<file path="src/rtl/spi_rx.sv">
// SPI mode-0 receiver: oversamples scl/sda/cs on clk, assembles MSB-first bytes
// and queues them in a first-word-fall-through FIFO for the local controller.
module spi_rx #(
    parameter int unsigned FIFO_DEPTH  = 4,
    parameter int unsigned SYNC_STAGES = 2
) (
    input  logic       clk,
    input  logic       reset,
    input  logic       scl,
    input  logic       sda,
    input  logic       cs,
    input  logic       rd_en,
    input  logic       clr_ovf,
    output logic [7:0] data_out,
    output logic       empty,
    output logic       full,
    output logic       valid,
    output logic       overflow,
    output logic       frame_err
);

    localparam int unsigned AW = $clog2(FIFO_DEPTH);
    localparam int unsigned SW = $clog2(SYNC_STAGES + 2);
    localparam logic [SW-1:0] SETTLE = SW'(SYNC_STAGES + 1);

    typedef enum logic {IDLE, SHIFT} state_t;

    state_t state, state_next;

    logic [SYNC_STAGES-1:0] scl_sync, sda_sync, cs_sync;
    logic                   scl_prev, cs_prev;
    logic                   scl_s, sda_s, cs_s;
    logic                   scl_rise, cs_fall, cs_rise;
    logic [SW-1:0]          settle_cnt;
    logic                   settled;

    logic [2:0] bit_cnt, cnt_next;
    logic [7:0] shift_reg, shift_next;
    logic       byte_done, ferr_next;

    logic [7:0]  mem [FIFO_DEPTH];
    logic [AW:0] wr_ptr, rd_ptr;
    logic        push, pop;

    always_ff @(posedge clk or posedge reset) begin
        if (reset) begin
            scl_sync <= '0;
            sda_sync <= '0;
            cs_sync  <= '1;
            scl_prev <= 1'b0;
            cs_prev  <= 1'b1;
        end else begin
            scl_sync <= {scl_sync[SYNC_STAGES-2:0], scl};
            sda_sync <= {sda_sync[SYNC_STAGES-2:0], sda};
            cs_sync  <= {cs_sync[SYNC_STAGES-2:0], cs};
            scl_prev <= scl_sync[SYNC_STAGES-1];
            cs_prev  <= cs_sync[SYNC_STAGES-1];
        end
    end

    assign scl_s = scl_sync[SYNC_STAGES-1];
    assign sda_s = sda_sync[SYNC_STAGES-1];
    assign cs_s  = cs_sync[SYNC_STAGES-1];

    // The cs path resets to 1, so a cs held low through reset would look like a
    // falling edge once the chain fills; cs edges are ignored until it has.
    always_ff @(posedge clk or posedge reset) begin
        if (reset)
            settle_cnt <= '0;
        else if (settle_cnt != SETTLE)
            settle_cnt <= settle_cnt + 1'b1;
    end

    assign settled  = (settle_cnt == SETTLE);
    assign scl_rise = scl_s & ~scl_prev;
    assign cs_fall  = settled & ~cs_s & cs_prev;
    assign cs_rise  = settled & cs_s & ~cs_prev;

    always_comb begin
        state_next = state;
        cnt_next   = bit_cnt;
        shift_next = shift_reg;
        byte_done  = 1'b0;
        ferr_next  = 1'b0;
        case (state)
            IDLE: begin
                cnt_next = '0;
                if (cs_fall)
                    state_next = SHIFT;
            end
            SHIFT: begin
                if (cs_rise) begin
                    state_next = IDLE;
                    ferr_next  = (bit_cnt != 3'd0);
                    cnt_next   = '0;
                end else if (scl_rise) begin
                    shift_next = {shift_reg[6:0], sda_s};
                    if (bit_cnt == 3'd7) begin
                        byte_done = 1'b1;
                        cnt_next  = '0;
                    end else begin
                        cnt_next = bit_cnt + 3'd1;
                    end
                end
            end
            default: state_next = IDLE;
        endcase
    end

    assign empty = (wr_ptr == rd_ptr);
    assign full  = (wr_ptr[AW-1:0] == rd_ptr[AW-1:0]) && (wr_ptr[AW] != rd_ptr[AW]);
    assign pop   = rd_en & ~empty;
    assign push  = byte_done & (~full | pop);

    always_ff @(posedge clk or posedge reset) begin
        if (reset) begin
            state     <= IDLE;
            bit_cnt   <= '0;
            shift_reg <= '0;
            wr_ptr    <= '0;
            rd_ptr    <= '0;
            valid     <= 1'b0;
            frame_err <= 1'b0;
            overflow  <= 1'b0;
        end else begin
            state     <= state_next;
            bit_cnt   <= cnt_next;
            shift_reg <= shift_next;
            valid     <= byte_done;
            frame_err <= ferr_next;
            if (push)
                wr_ptr <= wr_ptr + 1'b1;
            if (pop)
                rd_ptr <= rd_ptr + 1'b1;
            if (byte_done && !push)
                overflow <= 1'b1;
            else if (clr_ovf)
                overflow <= 1'b0;
        end
    end

    always_ff @(posedge clk) begin
        if (push)
            mem[wr_ptr[AW-1:0]] <= shift_next;
    end

    assign data_out = empty ? 8'h00 : mem[rd_ptr[AW-1:0]];

endmodule

</file>
<file path="config.mk">
export PLATFORM = sky130hd
export DESIGN_NAME = spi_rx
export DESIGN_NICKNAME = d
export VERILOG_FILES = /design/src/rtl/spi_rx.sv
export SDC_FILE = /design/constraint.sdc
export NUM_CORES = 1
export LEC_CHECK = 0
export BUFFER_PORTS_ARGS = -buffer_cell sky130_fd_sc_hd__buf_4
export CORE_UTILIZATION = 50
export DETAILED_ROUTE_END_ITERATION = 10
export GPL_ROUTABILITY_DRIVEN = 1
export HOLD_SLACK_MARGIN = 0.05
export PLACE_DENSITY_LB_ADDON = 0.1
export REMOVE_ABC_BUFFERS = 1
export SLEW_MARGIN = 10
export SYNTH_ARGS = -nofsm -noshare
export SYNTH_HDL_FRONTEND = slang
export SYNTH_SLANG_ARGS = --single-unit
export TNS_END_PERCENT = 100
</file>
<file path="constraint.sdc">
create_clock -name clk -period 4.7 [get_ports clk]
set_input_delay 0.235 -clock clk [delete_from_list [all_inputs] [get_ports clk]]
set_output_delay 0.235 -clock clk [all_outputs]
set_load 0.005 [all_outputs]
</file>
==> impl_metrics.py <==
metrics = {
    "die": {
        "row_count": 26,
        "die_h_um": 74.44,
        "initial_core_util": 0.5170,
        "io_pins": 20,
        "coreArea_um2": 5075,
        "design.die.area_um2": 5541,
        "chipWidth_um": 74.44,
    },
    "power_and_ir_drop": {
        "power.density_nw_per_um2": 478.4,
        "p_leak_nw": 1.260,
        "peakVddDrop_mv": 0.2500,
    },
    "worst_setup_path": {
        "path_max_fanout": 11,
        "end_kind": "primary output",
        "cp-start-kind": "flip-flop",
        "max_stage_delay_ns": 0.71,
        "crit_path_cell_trace": "mux4_1 -> nor2b_1 -> buf_4",
        "cp_slowest_cell": "dfrtp_1",
        "reg2reg_to": "mem[2][2]",
        "setup.worst_path.class": "flip-flop to primary output",
        "crit_required_ns": 4.47,
        "reg2reg_slack_ns": 2.67,
        "reg2reg_from": "settle_cnt[0]",
        "critPathArrivalTime_ns": 1.98,
        "r2r_cells": 5,
    },
    "clock_network": {
        "clkTransAtPathRegs_ns": 0.07,
        "cts_resized": 0,
        "cts_made_buffers": 9,
        "ctsHtreeMaxLevel": 3,
        "cts.path.max_buffers": 2,
        "cts_tree": "yes",
        "post_cts_buffers": 0,
        "clock_sinks": 63,
        "cts-root-buf": "clkbuf_8",
        "insertion_delay_ns": 0.33,
    },
    "routing": {
        "num_vias": 1297,
        "wl_per_cell_um": 15.83,
        "first_iter_violations": 98,
        "route.detailed.vias_per_inst": 5.086,
        "wl_um": 4037,
        "firstDrtPassIters": 4,
        "antenna_left": 0,
        "drc": 0,
    },
    "final_layout": {
        "fillers": 418,
        "drive_above_1_share": 0.2919,
        "largest_reg_flops": 32,
        "antennaDiodeCount": 0,
        "area.growth.synth_to_final_pct": 14.78,
        "finalNetCount": 196,
        "finish.utilization": 0.5934,
    },
    "logic_synthesis": {
        "ys_ff_latch": 63,
        "syn_avg_cell_area_um2": 17.38,
        "netlist_instances": 151,
        "synth.area.top_cells": "edfxtp_1, dfrtp_1, mux4_1, ha_1, mux2_2",
        "syn-cell-area_um2": 2624,
        "synth.top_cell.area_share": 0.3662,
        "synth_top_area_cell": "edfxtp_1",
        "synth-seq-area-share": 0.6633,
        "yosys_warnings": 0,
        "synth_cell_types": 31,
    },
    "sta": {
        "fin_crit_ns": 2.216,
        "setup-tns-final_ns": 0,
        "setup_viol": 0,
        "drv_slew": 0,
        "hold_violations": 0,
        "fin_crit_sh": 0.4715,
        "tightest_slew_ns": 1.089,
        "slew_headroom": 0.2695,
        "rsz0062_at_grt": "false",
        "setup_slack_ns": 2.484,
        "fin_worst_skew_ns": 0.008405,
        "fmax_ghz": 0.4513,
    },
    "place": {
        "numPortBuffers": 19,
        "gp_congestion": 0.7416,
        "hpwl_um": 2756,
        "pre_cts_slack_ns": 2.629,
    },
    "job": {
        "drv_cap": 0,
    },
    "global_routing": {
        "grt_pass1_wl_um": 6513,
        "grt.total_usage": 0.1716,
        "grt_max_degree": 32,
        "grt_overflow": 0,
        "grt_antenna_before_repair": 0,
        "grt_pass1_vias": 1302,
    },
    "status": {
        "outcome": "finished clean",
    },
    "hold_path": {
        "worstHoldPathType": "input port to asynchronous set/reset pin",
    },
}
critical path: cells and delay by family (launching register included):
kind,cells,cell delay [ns]
mux,1,0.63
simple gates,1,0.15
buf+inv,1,0.15
flops,1,0.71
per-stage QoR:
stage / cell area (µm²) / power (mW) / cells / hold slack [ns]
after detailed placement: 2821 / 1.065 / 236 / 0.3456
after floorplan: 2591 / 0.9254 / 147 / 0.2395
after global placement: 2821 / 1.046 / 236 / 0.3339
after CTS: 3012 / 1.458 / 255 / 0.1906
after global routing: 3012 / 1.517 / 255 / 0.09992
final: 3012 / 1.441 / 255 / 0.04848
area by class of cell:
| type | count | area, µm² | area share |
|---|---|---|---|
| Multi-Input combinational cell | 75 | 817.0 | 0.2713 |
| Clock buffer | 14 | 152.6 | 0.05069 |
| Sequential cell | 63 | 1740 | 0.5779 |
| Timing Repair Buffer | 22 | 172.7 | 0.05733 |
| Clock inverter | 2 | 7.507 | 0.002493 |
| Tap cell | 70 | 87.58 | 0.02908 |
| Inverter | 9 | 33.78 | 0.01122 |
cell usage after synthesis:
| cell type | instances |
|---|---|
| mux4_1 | 8 |
| nand3_2 | 1 |
| inv_1 | 9 |
| and2_1 | 3 |
| nor2_2 | 1 |
| and3_2 | 1 |
| o21ai_0 | 3 |
| buf_2 | 2 |
| ha_1 | 9 |
| mux2_2 | 9 |
| dfrtp_1 | 28 |
| a21oi_1 | 3 |
| nor2_1 | 7 |
| mux2_4 | 2 |
| nor2_4 | 1 |
| xnor2_2 | 2 |
| and3b_1 | 1 |
| buf_6 | 2 |
| nand2_1 | 2 |
| edfxtp_1 | 32 |
| dfstp_2 | 3 |
| and4b_4 | 1 |
| mux2i_1 | 1 |
| nor2b_1 | 9 |
| nand2b_4 | 1 |
| nand3b_1 | 1 |
| nor3b_4 | 1 |
| nand4_4 | 1 |
| xnor2_1 | 3 |
| a22o_2 | 1 |
| xor2_1 | 3 |
repair_timing:
item / 4_1_cts / 5_1_grt
hold buffers: 3 / 0
setup endpoints to repair: 0 / 0
hold endpoints to repair: 3 / 0
per-layer routing:
| metal | vias to the layer above | wire length [µm] | GRT usage | share of wire |
|---|---|---|---|---|
| li1 | 602 | - | - | - |
| met1 | 654 | 1843 | 0.2209 | 0.46 |
| met2 | 32 | 1925 | 0.2613 | 0.48 |
| met3 | 9 | 188 | 0.06098 | 0.047 |
| met4 | 0 | 79 | 0.08176 | 0.020 |
| met5 | - | 0 | 0 | 0 |
placed cells by master, fill, tap and decap left out, types with 4 or more instances in the layout:
master    synthesis  routed
nor2_1            7       7
dfrtp_1          28      28
mux4_1            8       8
clkbuf_1          0       4
clkbuf_8          0      10
nor2b_1           9       9
buf_4             0      19
inv_1             9       8
edfxtp_1         32      32
ha_1              9       9
mux2_2            9       9
kinds of logic after synthesis:
family | synth area share
compound gates | 0.01526
xor+xnor | 0.03243
fa+ha+maj | 0.04292
buf+inv | 0.02527
flops | 0.6633
mux | 0.1340
simple gates | 0.08680
power breakdown:
group / internal [mW] / total, mW / switching (mW)
Clock: 0.203 / 0.390 / 0.187
Combinational: 0.199 / 0.330 / 0.131
Sequential: 0.658 / 0.720 / 0.0616
how the worst max path moves through the flow:
| stage | from | end | slack, ns |
|---|---|---|---|
| detailed placement | settle_cnt[0] | mem[2][2] | 2.63 |
| global placement | settle_cnt[0] | mem[2][2] | 2.75 |
| global route | rd_ptr[0] | data_out[6] | 2.38 |
| floorplan | settle_cnt[0] | mem[2][1] | 2.91 |
| CTS | rd_ptr[0] | data_out[5] | 2.47 |
| finish | rd_ptr[0] | data_out[5] | 2.48 |
Note: power is estimated with default switching activity, not from simulation.
